===== config.mk =====
export PLATFORM = sky130hd
export DESIGN_NAME = mem_bus_arbiter
export DESIGN_NICKNAME = d
export VERILOG_FILES = /design/src/rtl/mem_bus_arbiter.sv
export SDC_FILE = /design/constraint.sdc
export NUM_CORES = 1
export LEC_CHECK = 0
export ABC_AREA = 1
export BUFFER_PORTS_ARGS = -buffer_cell sky130_fd_sc_hd__buf_2
export CORE_AREA = 4 4 157 83
export DETAILED_ROUTE_END_ITERATION = 10
export DIE_AREA = 0 0 161 87
export HOLD_SLACK_MARGIN = 0.03
export PLACE_DENSITY = 0.8
export SLEW_MARGIN = 25
export SYNTH_ARGS = -nofsm -noshare
export SYNTH_HDL_FRONTEND = slang
export SYNTH_SLANG_ARGS = --single-unit

===== constraint.sdc =====
create_clock -name CLK -period 4.2 [get_ports CLK]
set_input_delay 0.21 -clock CLK [delete_from_list [all_inputs] [get_ports CLK]]
set_output_delay 0.21 -clock CLK [all_outputs]
set_load 0.1 [all_outputs]

===== src/rtl/mem_bus_arbiter.sv =====
// Two-requester memory bus arbiter: DLX control vs. monitor/debug port.
// Round-robin on ties, one transfer in flight, WAIT timeout with err pulse.
module mem_bus_arbiter #(
   parameter int unsigned TIMEOUT = 15
) (
   input  logic        CLK,
   input  logic        RESET,
   input  logic        dlx_req,
   input  logic        dlx_wr,
   input  logic [31:0] dlx_addr,
   input  logic [31:0] dlx_wdata,
   input  logic        mon_req,
   input  logic        mon_wr,
   input  logic [31:0] mon_addr,
   input  logic [31:0] mon_wdata,
   input  logic        ack_n,
   input  logic [31:0] bus_rdata,
   output logic        as_N,
   output logic        wr_N,
   output logic [31:0] bus_addr,
   output logic [31:0] bus_wdata,
   output logic [1:0]  gnt,
   output logic        dlx_done,
   output logic        mon_done,
   output logic [31:0] rdata,
   output logic        err,
   output logic        busy,
   output logic [1:0]  arb_state
);

   typedef enum logic [1:0] {
      IDLE = 2'b00,
      ADDR = 2'b01,
      WAIT = 2'b10,
      DONE = 2'b11
   } state_t;

   localparam logic [3:0] CNT_MAX = 4'(TIMEOUT - 1);

   state_t      state_q, state_d;
   logic [1:0]  gnt_q, gnt_d;
   logic        wr_q, wr_d;
   logic [31:0] addr_q, addr_d;
   logic [31:0] wdata_q, wdata_d;
   logic [31:0] rdata_q, rdata_d;
   logic [3:0]  cnt_q, cnt_d;
   logic        to_q, to_d;
   logic        last_q, last_d;
   logic        pick_mon;

   always_ff @(posedge CLK or posedge RESET) begin
      if (RESET) begin
         state_q <= IDLE;
         gnt_q   <= 2'b00;
         wr_q    <= 1'b0;
         addr_q  <= '0;
         wdata_q <= '0;
         rdata_q <= '0;
         cnt_q   <= '0;
         to_q    <= 1'b0;
         last_q  <= 1'b1;
      end else begin
         state_q <= state_d;
         gnt_q   <= gnt_d;
         wr_q    <= wr_d;
         addr_q  <= addr_d;
         wdata_q <= wdata_d;
         rdata_q <= rdata_d;
         cnt_q   <= cnt_d;
         to_q    <= to_d;
         last_q  <= last_d;
      end
   end

   // last_q=1 means the monitor was served last, so DLX wins a tie
   assign pick_mon = mon_req & (~dlx_req | ~last_q);

   always_comb begin
      state_d = state_q;
      gnt_d   = gnt_q;
      wr_d    = wr_q;
      addr_d  = addr_q;
      wdata_d = wdata_q;
      rdata_d = rdata_q;
      cnt_d   = cnt_q;
      to_d    = to_q;
      last_d  = last_q;
      unique case (state_q)
         IDLE: begin
            if (dlx_req | mon_req) begin
               gnt_d   = pick_mon ? 2'b10 : 2'b01;
               wr_d    = pick_mon ? mon_wr : dlx_wr;
               addr_d  = pick_mon ? mon_addr : dlx_addr;
               wdata_d = pick_mon ? mon_wdata : dlx_wdata;
               to_d    = 1'b0;
               state_d = ADDR;
            end
         end
         ADDR: begin
            cnt_d   = '0;
            state_d = WAIT;
         end
         WAIT: begin
            if (!ack_n) begin
               state_d = DONE;
               if (!wr_q) rdata_d = bus_rdata;
            end else if (cnt_q == CNT_MAX) begin
               state_d = DONE;
               to_d    = 1'b1;
            end else begin
               cnt_d = cnt_q + 4'd1;
            end
         end
         DONE: begin
            last_d  = gnt_q[1];
            gnt_d   = 2'b00;
            to_d    = 1'b0;
            state_d = IDLE;
         end
         default: state_d = IDLE;
      endcase
   end

   assign as_N      = (state_q != ADDR);
   assign wr_N      = ~(wr_q & ((state_q == ADDR) | (state_q == WAIT)));
   assign bus_addr  = (gnt_q != 2'b00) ? addr_q : '0;
   assign bus_wdata = (gnt_q != 2'b00) ? wdata_q : '0;
   assign gnt       = gnt_q;
   assign dlx_done  = (state_q == DONE) & gnt_q[0];
   assign mon_done  = (state_q == DONE) & gnt_q[1];
   assign err       = (state_q == DONE) & to_q;
   assign rdata     = rdata_q;
   assign busy      = (state_q != IDLE);
   assign arb_state = state_q;

endmodule


# Word level (Yosys, flattened, before mapping)
# Index checks and enable logic that the tools add are counted.
# Widths: inputs -> output; s select.
op_classes:
  n_addsub: 1
  n_bitwise: 13
  muxes: 19
  n_eq_ne: 10
  reduce_logical: 12
op_table:
  columns: ["cell", "n"]
  rows:
  - ["$mux 32", 4]
  - ["$mux 2", 5]
  - ["$mux 4", 2]
  - ["$ne 2x2->1 const B", 4]
  - ["$pmux 2 s4", 1]
  - ["$pmux 4 s2", 1]
  - ["$reduce_bool 2->1", 4]
  - ["$reduce_and 2->1", 3]
  - ["$reduce_and 3->1", 2]
  - ["$and 1x1->1", 5]
  - ["$not 1->1", 5]
  - ["$add 4x1->4 const B", 1]
  - ["$eq 2x2->1 const B", 2]
  - ["$eq 4x4->1 const B", 1]
  - ["$mux 1", 4]
  - ["$pmux 2 s2", 1]
  - ["$reduce_and 4->1", 1]
  - ["$ne 3x3->1 const B", 1]
  - ["$or 1x1->1", 3]
  - ["$pmux 1 s3", 1]
  - ["$reduce_bool 3->1", 1]
  - ["$eq 2x1->1 const B", 1]
  - ["$logic_not 2->1", 1]
  - ["$ne 2x1->1 const B", 1]
totals:
  output_inout_bits: 106
  inputBits: 167
  regBits: 107
  wordCells: 64

# Logic depth before layout (Yosys ltp)
logic_depth:
  ltp_word: 6
  ltp_mapped: 8
  ltp_nobuf: 8

# Worst setup path before layout
# OpenSTA, ideal clock, no wires.
synth_path:
  kind: "flip-flop to output port"
  from: "register gnt_q[0], in the netlist gnt[0]"
  to: "output port bus_addr[0]"
  path_slack_ns: 1.329
  path_buffers: 1
  t_arrival_ns: 2.661
  path_stages_with_launch: 4
  path_cell_list: "dfrtp_1 nor2_2 clkbuf_1 nor2_1"
synth_between:
  elab_chain_len: 2
synth_rtl:
  columns: ["element", "line_no", "source"]
  rows:
  - ["start: declaration", "41", "logic [1:0] gnt_q, gnt_d;"]
  - ["start signal: assignment", "64", "gnt_q <= gnt_d;"]
  - ["$reduce_bool 2->1", "126", "assign bus_addr = (gnt_q != 2'b00) ? addr_q : '0;"]
  - ["$mux 32", "126", null]
  - ["end: declaration", "20", "output logic [31:0] bus_addr,"]
# No other way between the ends.

# Final worst setup path
layout_path:
  from: "register gnt_q[0], in the netlist gnt[0]"
  to: "output port bus_addr[20]"
# Same word-level chain as after synthesis.

==> impl_metrics.toml <==
[run_status]
status = "complete, no violations"

[synth]
synth_warnings = 0
ys_top_cells_by_area = "dfrtp_1, nand3_1, nand2_1, inv_1, nor2_1"
synthDistinctLibCells = 19
ys_ff_latch = 107
ys.flop_type = "dfrtp_1"
synth_adder_area_share = 0.0165
async_flop_share = 1.00
synth_compound_area_frac = 0.0101
synthesis.area_um2 = 5300
yosys.area_share.xor_xnor = 0.00165
yosys.area.top_type = "dfrtp_1"
synth_top_family_by_area = "simple AND/OR/NAND/NOR gates"
ys_seq_area_frac = 0.505
postSynthNetCount = 883
avgSynthCellArea_um2 = 7.48
yosys.area_share.simple = 0.368
yosysMostFrequentCell = "nand2_1"
synth.top_cells.by_count = "nand2_1, nand3_1, dfrtp_1"
yosysTopAreaCellShare = 0.500
synth_mux_area_frac = 0
synth_enable_flop_cells = 0
syn-instance-count = 709

[floorplan]
core-area_um2 = 11600
start_util = 0.456
pin_count = 273
fp.dieW_um = 161
die_y_um = 87
rows = 28
dieArea_um2 = 14000

[placement]
dp_hpwl_um = 11300
place_congestion = 0.833
io_buffers = 272

[cts]
cts-root-buf = "clkbuf_16"
clock_path_buffers = 2
clock_latency_ns = 0.34
cts_max_level = 3
clkSinkCount = 107
path_clk_slew_ns = 0.07
numCtsBuffers = 9
cts_setup_buffers = 0
post_cts_resized = 0
ctsHoldBuffers = 0
cts_tree = "built"

[final_layout]
layout-drive-gt1-share = 0.319
area_delta_synth_final_pct = 33.3
num-fill-cells = 1068
final_util = 0.608
final_nets = 1130

[worst_setup_path]
reg2reg_slack_ns = 2.03
crit-reg2reg-launch = "arb_state[0]$_DFFE_PP0P_"
critPathTopFamily = "buffers and inverters"
required_ns = 3.99
worst_setup_path_end_kind = "primary output"
crit_arrival_ns = 2.19
crit_slowest_cell = "nor2_4"
slowest_delay_ns = 0.53
rr_worst_depth = 6
path_class = "flip-flop to primary output"
worstPathMaxFanout = 38
startpoint_type = "flip-flop"
path_buf_inv = 2
rr_endpoint = "addr_q[22]$_DFFE_PP0P_"
crit_chain = "nor2_4 > buf_4 > nor2_1 > buf_2"

[detailed_routing]
drc = 0
wl_um = 15600
detail-route-antenna-nets = 0
vias = 5496
drt_iter0_drc = 521
wl_per_cell_um = 13.8
vias_per_cell = 4.88
drt-pass1-iter-count = 7

[timing]
rsz0062_at_grt = "false"
finalHoldViolCount = 0
period_needed_ns = 2.40
timing.fmax_mhz = 417
finalCritPeriodShare = 0.571
fin_setup_tns_ns = 0
setup_viol = 0
worst_slew_pin_slew_ns = 0.947
slew_headroom = 0.368
slew_viol_final = 0
finalClockSkew_ns = 0.00789

[grt]
grt-ovfl-total = 0
grt_pass1_vias = 5329
grt_max_degree = 67
grt_usage = 0.219
grt_first_pass_wirelength_um = 25100
antenna_found_initial = 1

[min_path]
hp-class = "input pin to async pin"

[job]
drv_cap = 0
[stage by stage]
stage	std cells	setup WS, ns	cell area, um^2	hold slack [ns]
2_1_floorplan	709	1.17	5300	0.343
3_3_place_gp	1110	2.12	6740	0.417
3_5_place_dp	1110	2.11	6740	0.431
4_1_cts	1126	1.80	7070	0.0698
5_1_grt	1127	1.64	7070	0.0764
6_report	1127	1.80	7070	0.0370
[cell type report]
type / count / area [um^2] / share of cell area
well taps: 165 / 206 / 0.0292
multi-input cells: 477 / 2130 / 0.301
clock buffers: 10 / 239 / 0.0338
inverters: 81 / 308 / 0.0435
diodes: 1 / 2.50 / 0.000354
clock inverters: 6 / 88.8 / 0.0126
repair buffers: 280 / 1420 / 0.201
flip-flops and latches: 107 / 2680 / 0.379
[cells in the final DEF, fill, tap and decap left out]
cell | synthesis | layout
buf_2 | 22 | 272
nand2_1 | 215 | 213
nand3_1 | 171 | 171
dfrtp_1 | 106 | 106
inv_1 | 80 | 79
nor2_1 | 67 | 66
clkbuf_16 | 0 | 9
o21ai_0 | 8 | 8
buf_4 | 7 | 8
ha_1 | 7 | 7
nand2_2 | 1 | 3
clkinv_2 | 0 | 2
nor2_4 | 0 | 2
nand4_1 | 2 | 2
clkinvlp_4 | 0 | 2
bufinv_16 | 0 | 2
diode_2 | 0 | 1
o21ai_4 | 0 | 1
or2_2 | 1 | 1
xnor2_1 | 1 | 1
nor2_2 | 2 | 1
inv_4 | 0 | 1
a21oi_1 | 1 | 1
clkinv_4 | 0 | 1
clkbuf_8 | 0 | 1
dfstp_2 | 1 | 1
[worst max path at each step]
stage	startpoint	to	slack, ns	cells after the start
2_1_floorplan	RESET	addr_q[0]$_DFFE_PP0P_	1.17	1
3_3_place_gp	arb_state[0]$_DFFE_PP0P_	addr_q[10]$_DFFE_PP0P_	2.12	7
3_5_place_dp	arb_state[0]$_DFFE_PP0P_	addr_q[9]$_DFFE_PP0P_	2.11	6
4_1_cts	gnt[0]$_DFFE_PP0P_	bus_addr[20]	1.80	4
5_1_grt	gnt[0]$_DFFE_PP0P_	bus_wdata[17]	1.64	4
6_report	gnt[0]$_DFFE_PP0P_	bus_addr[20]	1.80	4
[kinds of logic (layout without fill, tap and decap cells)]
logic type,Yosys count,in the layout
and+or+nand+nor,459,459
buffers and inverters,125,377
DFF,107,107
AOI/OAI and AO/OA,10,10
adders and majority gates,7,7
xor gates and xnor gates,1,1
other,0,1
[routing by layer]
layer / track usage / wire length, um / up-vias
met1: 0.272 / 6320 / 2562
li1: - / - / 2705
met3: 0.0496 / 951 / 39
met4: 0.0743 / 448 / 0
met2: 0.384 / 7850 / 190
met5: 0 / 0 / -
[sequential cells by signal (all words and copies together) (netlist names)]
signal	flops
to_q	1
gnt	2
last_q	1
wdata_q	32
arb_state	2
wr_q	1
addr_q	32
rdata	32
cnt_q	4
Power is left out: the tool's default activity adds up to more than one toggle a clock period on the data nets, which glitch-free logic cannot reach.
